===== src/rtl/lux_pkg.sv =====
// Shared constants and state encodings for the lux_filter averaging pipeline.
package lux_pkg;

    localparam logic [31:0] LUX_SCALE_K    = 32'd54613;
    localparam logic [31:0] LUX_ROUND      = 32'd32768;

    localparam int          DEPTH_LOG2_MIN = 1;
    localparam int          DEPTH_LOG2_MAX = 5;

    typedef enum logic {
        FILL = 1'b0,
        RUN  = 1'b1
    } fill_state_t;

    typedef enum logic {
        DARK   = 1'b0,
        BRIGHT = 1'b1
    } hyst_state_t;

endpackage


===== src/rtl/lux_scale.sv =====
// S1 of lux_filter: counts-to-lux conversion (raw/1.2, rounded) with its valid.
// LUX_SCALE_EN selects scaling; when undefined the raw count passes through.
module lux_scale
    import lux_pkg::*;
(
    input  logic        clk,
    input  logic        reset,
    input  logic [15:0] i_data,
    input  logic        i_vld,
    output logic [15:0] o_data,
    output logic        o_vld
);

    logic [15:0] w_data_p0;
    logic [15:0] r_data_p1;
    logic        r_vld_p1;

`ifdef LUX_SCALE_EN
    // 54613/65536 ~= 1/1.2; the half-LSB offset rounds to nearest.
    function automatic logic [15:0] scale_round(input logic [15:0] raw);
        logic [31:0] prod;
        prod = {16'd0, raw} * LUX_SCALE_K + LUX_ROUND;
        return 16'(prod >> 16);
    endfunction

    assign w_data_p0 = scale_round(i_data);
`else
    assign w_data_p0 = i_data;
`endif

    // ---- S1 register ----
    always_ff @(posedge clk or negedge reset) begin
        if (!reset) begin
            r_vld_p1  <= 1'b0;
            r_data_p1 <= '0;
        end else begin
            r_vld_p1 <= i_vld;
            if (i_vld) begin
                r_data_p1 <= w_data_p0;
            end
        end
    end

    assign o_data = r_data_p1;
    assign o_vld  = r_vld_p1;

endmodule


===== src/rtl/lux_filter.sv =====
// Lux conversion, 2^DEPTH_LOG2 moving average and hysteresis bright/dark flag.
// Scaling in S1 is enabled by defining LUX_SCALE_EN (see lux_scale).
module lux_filter
    import lux_pkg::*;
#(
    parameter int DEPTH_LOG2 = 3
) (
    input  logic        clk,
    input  logic        reset,
    input  logic [15:0] lux_data,
    input  logic        lux_data_vld,
    input  logic [15:0] thr_high,
    input  logic [15:0] thr_low,
    output logic [15:0] lux_avg,
    output logic        lux_avg_vld,
    output logic        bright,
    output logic        bright_chg
);

    localparam int                  N         = 1 << DEPTH_LOG2;
    localparam int                  SUM_W     = 16 + DEPTH_LOG2;
    localparam logic [DEPTH_LOG2:0] FILL_LAST = (DEPTH_LOG2 + 1)'(N - 1);
    localparam logic [DEPTH_LOG2:0] FILL_FULL = (DEPTH_LOG2 + 1)'(N);

    if (DEPTH_LOG2 < DEPTH_LOG2_MIN || DEPTH_LOG2 > DEPTH_LOG2_MAX) begin : g_bad_depth
        $error("lux_filter: DEPTH_LOG2 out of range");
    end

    logic [15:0]           w_s_p1;
    logic                  w_vld_p1;
    logic [SUM_W-1:0]      r_sum_p2;
    logic [15:0]           r_buf [N];
    logic [DEPTH_LOG2-1:0] r_wr_ptr;
    logic [DEPTH_LOG2:0]   r_fill_cnt;
    logic                  r_vld_p2;
    fill_state_t           r_fill, w_fill_next;
    logic                  w_out_en_p1;
    logic [15:0]           w_avg_p2;
    logic [15:0]           r_avg_p3;
    logic                  r_vld_p3;
    hyst_state_t           r_hyst, w_hyst_next;
    logic                  w_chg_p2;
    logic                  r_chg_p3;

    // ---- S1: scale ----
    lux_scale u_scale (
        .clk    (clk),
        .reset  (reset),
        .i_data (lux_data),
        .i_vld  (lux_data_vld),
        .o_data (w_s_p1),
        .o_vld  (w_vld_p1)
    );

    // ---- S2: accumulate and fill tracking ----
    always_comb begin
        w_fill_next = r_fill;
        if (r_fill == FILL && w_vld_p1 && r_fill_cnt == FILL_LAST) begin
            w_fill_next = RUN;
        end
        // The sample that completes the window already produces an output.
        w_out_en_p1 = w_vld_p1 && (w_fill_next == RUN);
    end

    always_ff @(posedge clk or negedge reset) begin
        if (!reset) begin
            r_fill <= FILL;
        end else begin
            r_fill <= w_fill_next;
        end
    end

    always_ff @(posedge clk or negedge reset) begin
        if (!reset) begin
            r_sum_p2   <= '0;
            r_wr_ptr   <= '0;
            r_fill_cnt <= '0;
            r_vld_p2   <= 1'b0;
            for (int i = 0; i < N; i++) begin
                r_buf[i] <= '0;
            end
        end else begin
            r_vld_p2 <= w_out_en_p1;
            if (w_vld_p1) begin
                r_sum_p2        <= r_sum_p2 + SUM_W'(w_s_p1) - SUM_W'(r_buf[r_wr_ptr]);
                r_buf[r_wr_ptr] <= w_s_p1;
                r_wr_ptr        <= r_wr_ptr + 1'b1;
                if (r_fill_cnt != FILL_FULL) begin
                    r_fill_cnt <= r_fill_cnt + 1'b1;
                end
            end
        end
    end

    // ---- S3: average output and hysteresis ----
    assign w_avg_p2 = r_sum_p2[SUM_W-1:DEPTH_LOG2];

    always_comb begin
        w_hyst_next = r_hyst;
        w_chg_p2    = 1'b0;
        if (r_vld_p2) begin
            case (r_hyst)
                DARK: begin
                    if (w_avg_p2 >= thr_high) begin
                        w_hyst_next = BRIGHT;
                        w_chg_p2    = 1'b1;
                    end
                end
                BRIGHT: begin
                    if (w_avg_p2 < thr_low) begin
                        w_hyst_next = DARK;
                        w_chg_p2    = 1'b1;
                    end
                end
                default: begin
                    w_hyst_next = DARK;
                end
            endcase
        end
    end

    always_ff @(posedge clk or negedge reset) begin
        if (!reset) begin
            r_hyst   <= DARK;
            r_chg_p3 <= 1'b0;
            r_vld_p3 <= 1'b0;
            r_avg_p3 <= '0;
        end else begin
            r_hyst   <= w_hyst_next;
            r_chg_p3 <= w_chg_p2;
            r_vld_p3 <= r_vld_p2;
            if (r_vld_p2) begin
                r_avg_p3 <= w_avg_p2;
            end
        end
    end

    assign lux_avg     = r_avg_p3;
    assign lux_avg_vld = r_vld_p3;
    assign bright      = (r_hyst == BRIGHT);
    assign bright_chg  = r_chg_p3;

endmodule


===== config.mk =====
export PLATFORM = sky130hd
export DESIGN_NAME = lux_filter
export DESIGN_NICKNAME = d
export VERILOG_FILES = /design/src/rtl/lux_pkg.sv /design/src/rtl/lux_scale.sv /design/src/rtl/lux_filter.sv
export SDC_FILE = /design/constraint.sdc
export NUM_CORES = 1
export LEC_CHECK = 0
export CAP_MARGIN = 10
export CORE_ASPECT_RATIO = 1.5
export CORE_MARGIN = 10
export CORE_UTILIZATION = 42
export DETAILED_ROUTE_END_ITERATION = 16
export SYNTH_ARGS = -nofsm -noshare
export SYNTH_HDL_FRONTEND = slang
export SYNTH_HIERARCHICAL = 1
export SYNTH_SLANG_ARGS = --single-unit

===== constraint.sdc =====
create_clock -name clk -period 7.2 [get_ports clk]
set_input_delay 1.8 -clock clk [delete_from_list [all_inputs] [get_ports clk]]
set_output_delay 1.8 -clock clk [all_outputs]
set_load 0.02 [all_outputs]

After elaboration in Yosys (flattened, before gate mapping)
Index checks and enable logic that the tools add are counted.

Input port bits: 51. Word-level logic and storage cells: 50. Bits in registers: 192. Output and inout port bits: 19.

$add $sub $neg: 4. Order comparisons: 4. Reduce and logical (&&, ||, !) cells: 5. Bitwise logic cells: 3. Muxes and demuxes: 13. Equality and inequality tests: 2.

Operators by type and width (number): bitwise mux 128 bit (1); binary-select mux 16 bit (select 3 bit) (1); demux 16 bit (select 3 bit) (1); 2-to-1 mux 16 bit (3); adder 19 x 16 -> 19 bit (1); subtractor 19 x 16 -> 19 bit (1); >= comparator 16 bit (1); less-than comparator 16 bit (1); 2-to-1 mux 1 bit (5); adder 4 x 1 -> 4 bit, second input constant (1); equality test 4 x 3 -> 1 bit, second input constant (1); >= comparator 4 bit, second input constant (1); logical AND 1 bit (4); less-than comparator 4 x 1 -> 1 bit, second input constant (1); inequality test 4 bit, second input constant (1); inverter 3 -> 4 bit (1); case mux 1 bit (2 select lines) (2); adder 3 x 1 -> 3 bit, second input constant (1); inverter 1 bit (2); AND reduction 2 bit (1).

Longest topological paths before layout
Depth in word-level cells: 6. Depth in mapped cells: 15. Mapped depth without buffers: 12.

Cells and area by module
The synthesis kept the hierarchy.

By module, submodules not included: lux_filter (instances 1, cells an instance 819, seq. area each 4379.2 µm², area each 9659.3 µm²); lux_scale (instances 1, cells an instance 35, seq. area each 425.4 µm², area each 674.4 µm²).

Worst setup path before layout
No wires, ideal clock.

Path kind: flip-flop to flip-flop. Start: register r_wr_ptr[0]. End: register r_sum_p2[14]. Slack: 3437 ps. Path buffers: 2. Clock period less this slack: 3763 ps. Arrival time: 3625 ps. Stages on the path, launching flop included: 14. Data required time: 7061 ps. Library setup time: 139 ps. Cell sequence: dfrtp_1 buf_4 buf_4 mux4_2 mux2_2 fa_1 inv_1 fa_1 a211oi_2 o211ai_2 a311o_1 a41oi_2 xor2_1 mux2i_1.

Word-level cells in the longest chain between the ends: 5.

RTL lines: from (decl) (RTL line lux_filter.sv:33) `logic [DEPTH_LOG2-1:0] r_wr_ptr;`; from (signal assigned) (RTL line lux_filter.sv:87) `r_wr_ptr <= r_wr_ptr + 1'b1;`; inverter 3 -> 4 bit (implied by the code) (RTL line lux_filter.sv:85) `r_sum_p2 <= r_sum_p2 + SUM_W'(w_s_p1) - SUM_W'(r_buf[r_wr_ptr]);`; binary-select mux 16 bit (select 3 bit) (RTL line lux_filter.sv:85); 2-to-1 mux 16 bit (implied by the code) (2 in series) (RTL line lux_filter.sv:85); subtractor 19 x 16 -> 19 bit (RTL line lux_filter.sv:85); to (signal assigned) (RTL line lux_filter.sv:85); to (decl) (RTL line lux_filter.sv:31) `logic [SUM_W-1:0] r_sum_p2;`.

Every way passes these cells. The select of a mux whose other input is x is not followed. A chain may end at the register's enable or synchronous reset.

Final worst setup path
Start: register r_wr_ptr[1]. End: register r_sum_p2[14].

The elaborated chain is that of the path after synthesis.

==> results.json <==
{
  "run_status": "completed",
  "finalSetupViolCount": 0,
  "period_share_pct": 61.7,
  "holdBufCountCts": 0,
  "drv_cap": 0,
  "r2r_cells": 12,
  "ctsHtreeMaxLevel": 4,
  "regToRegEndpoint": "r_sum_p2[14]",
  "gr-usage-all-layers_pct": 15.2,
  "synthArstFlopShare_pct": 100,
  "wire_per_inst_um": 18.2,
  "synth_ff_type": "dfrtp_1",
  "setup.worst_path.start": "r_wr_ptr[1]",
  "r2r_slack_ns": 2.76,
  "coreArea_mm2": 0.0243,
  "critPathMaxStageDelay_ns": 0.76,
  "antenna_found_initial": 0,
  "avgViaCountPerCell": 5.25,
  "seq_area_frac_synth_pct": 46.5,
  "drc_errors": 0,
  "cts_buffer_depth": 2,
  "grt_first_pass_wirelength_um": 37700,
  "fp.dieH_um": 212,
  "synth_top_area_share_pct": 46.5,
  "grt_max_degree": 87,
  "ioPinCount": 70,
  "vias": 6608,
  "slew_headroom_pct": 25.5,
  "drv_slew": 0,
  "initial_core_util_pct": 42.4,
  "worst-setup-path-type": "reg -> reg",
  "post_cts.repair.setup_buffers": 0,
  "clockRootBuffer": "clkbuf_16",
  "hold_viol": 0,
  "syn_inst": 854,
  "final_nets": 1041,
  "critPathLaunchType": "flip-flop",
  "synth.yosys.warnings": 6,
  "yosysTopAreaCell": "dfrtp_1",
  "worst_pin_slew_ns": 1.11,
  "use_met1_pct": 17.4,
  "drive_above_1_share_pct": 23.9,
  "r2r_start": "r_wr_ptr[1]",
  "path_cells": "buf_4 > mux4_2 > mux2_2 > fa_1 > inv_1 > fa_1 > a211oi_2 > o211ai_2 > a311o_1 > a41oi_2 > xor2_1 > mux2i_1",
  "syn_to_final_growth_pct": 15.3,
  "grt_pass1_vias": 7019,
  "tns_ns": 0,
  "syn_area_mm2": 0.0103,
  "min_path_type": "reg -> reg",
  "floorplan.die_area_mm2": 0.0314,
  "ant_nets": 0,
  "synth.area.top_cells": "dfrtp_1 46%, mux2_2 13%, mux4_2 7.0%",
  "endpoint": "r_sum_p2[14]",
  "syn_nets": 974,
  "cts_resized": 0,
  "clk_pin_slew_ns": 0.07,
  "synth-edff-count": 0,
  "fmax_mhz": 225,
  "cp_slowest_cell": "dfrtp_1",
  "cts_tree": "built",
  "layout_common_cells": "191 x dfrtp_1, 118 x mux2_2, 94 x inv_1, 71 x nand2_1, 68 x clkdlybuf4s50_1",
  "crit_arrival_ns": 4.74,
  "syn_avg_cell_area_um2": 12.1,
  "cts_made_buffers": 17,
  "rsz0062_at_grt": "no",
  "dp_hpwl_um": 16300,
  "rows": 70,
  "min_period_ns": 4.44,
  "grt_overflow_total": 0,
  "drt-pass1-iter-count": 4,
  "grtUsageMet2_pct": 27.5,
  "ys_seq_elements": 192,
  "layout_commonest_cell": "dfrtp_1",
  "cts.sinks": 192,
  "end_kind": "flip-flop",
  "gr-usage-met3_pct": 2.83,
  "totalWireLength_um": 22900,
  "skew_ns": 0.0102,
  "dr.first_iter.drc_count": 359,
  "cp.required_ns": 7.50,
  "grt-busiest-layer": "met2",
  "place.gp.congestion": 0.788,
  "critPathMaxFanout": 28,
  "diodes": 0,
  "clock_latency_ns": 0.44,
  "die_x_um": 148,
  "port_buffers": 69,
  "ys_types": 59,
  "path_common_cell": "fa_1"
}
per-layer routing:
metal | part of all wire [%] | vias to the layer above
met1 | 44 | 3315
li1 | - | 3138
met2 | 51 | 132
met3 | 3.3 | 23
met4 | 1.7 | 0
met5 | 0 | -
per-stage QoR:
step / setup slack, ns / utilization, % / hold slack (ns) / cell area (µm²) / std cells
floorplan: 3.44 / - / 0.352 / 10300 / 854
global placement: 2.83 / 46.6 / 0.441 / 11300 / 1226
detailed placement: 2.79 / 46.6 / 0.453 / 11300 / 1226
CTS: 2.75 / 49.0 / 0.469 / 11900 / 1258
global route: 2.50 / 49.0 / 0.488 / 11900 / 1258
finish: 2.76 / 49.0 / 0.468 / 11900 / 1258
cells in the mapped netlist, types with 13 or more instances:
cell type and n:
nand2_1 71, nor2_1 21, o21ai_0 64, mux4_2 32, dfrtp_1 192, mux2_2 118, buf_2 13, a21oi_1 26
inv_1 94, ha_1 53, a21o_1 17, fa_1 16
flip-flops by register name, summed over array words and instances (netlist names):
name            flops
r_buf             128
u_scale/o_vld       1
bright              1
lux_avg            16
r_vld_p2            1
r_sum_p2           19
u_scale/o_data     16
bright_chg          1
lux_avg_vld         1
r_fill              1
r_fill_cnt          4
r_wr_ptr            3
cell families (layout without fill, tap and decap cells):
family | after synthesis | in the layout | share of synthesized area, %
DFF | 192 | 192 | 46.5
muxes | 170 | 170 | 22.3
AOI/OAI and AO/OA | 143 | 143 | 8.52
and+or+nand+nor | 135 | 135 | 6.37
buffers and inverters | 130 | 210 | 5.52
adders and majority gates | 69 | 69 | 9.52
xor gates and xnor gates | 15 | 15 | 1.27
final cells by class:
class	instances	area, µm²
sequential	192	4810
clock inverter	14	151
fill	2246	12400
timing repair buffer	83	800
clock buffer	18	429
tap	324	405
inverter	95	357
multi-input combinational	532	4970
worst max-delay path: cells and delay by family, from the launching register on:
kind            cells  cell delay, ns
flops               1            0.76
compound gates      4            1.04
fa+ha+maj           2            0.96
mux                 3            0.73
xor+xnor            1            0.19
buf+inv             2            0.58
worst min-delay path by stage:
stage,slack (ns),depth (start not counted),start,to
finish,0.47,1,r_fill,r_fill
floorplan,0.35,0,r_vld_p2,lux_avg_vld
global placement,0.44,1,r_fill,r_fill
global route,0.49,1,r_fill,r_fill
CTS,0.47,1,r_fill,r_fill
detailed placement,0.45,1,r_fill,r_fill
Power is not shown: default switching activity piles up to over one toggle a cycle in this logic, so the estimate is an artifact.
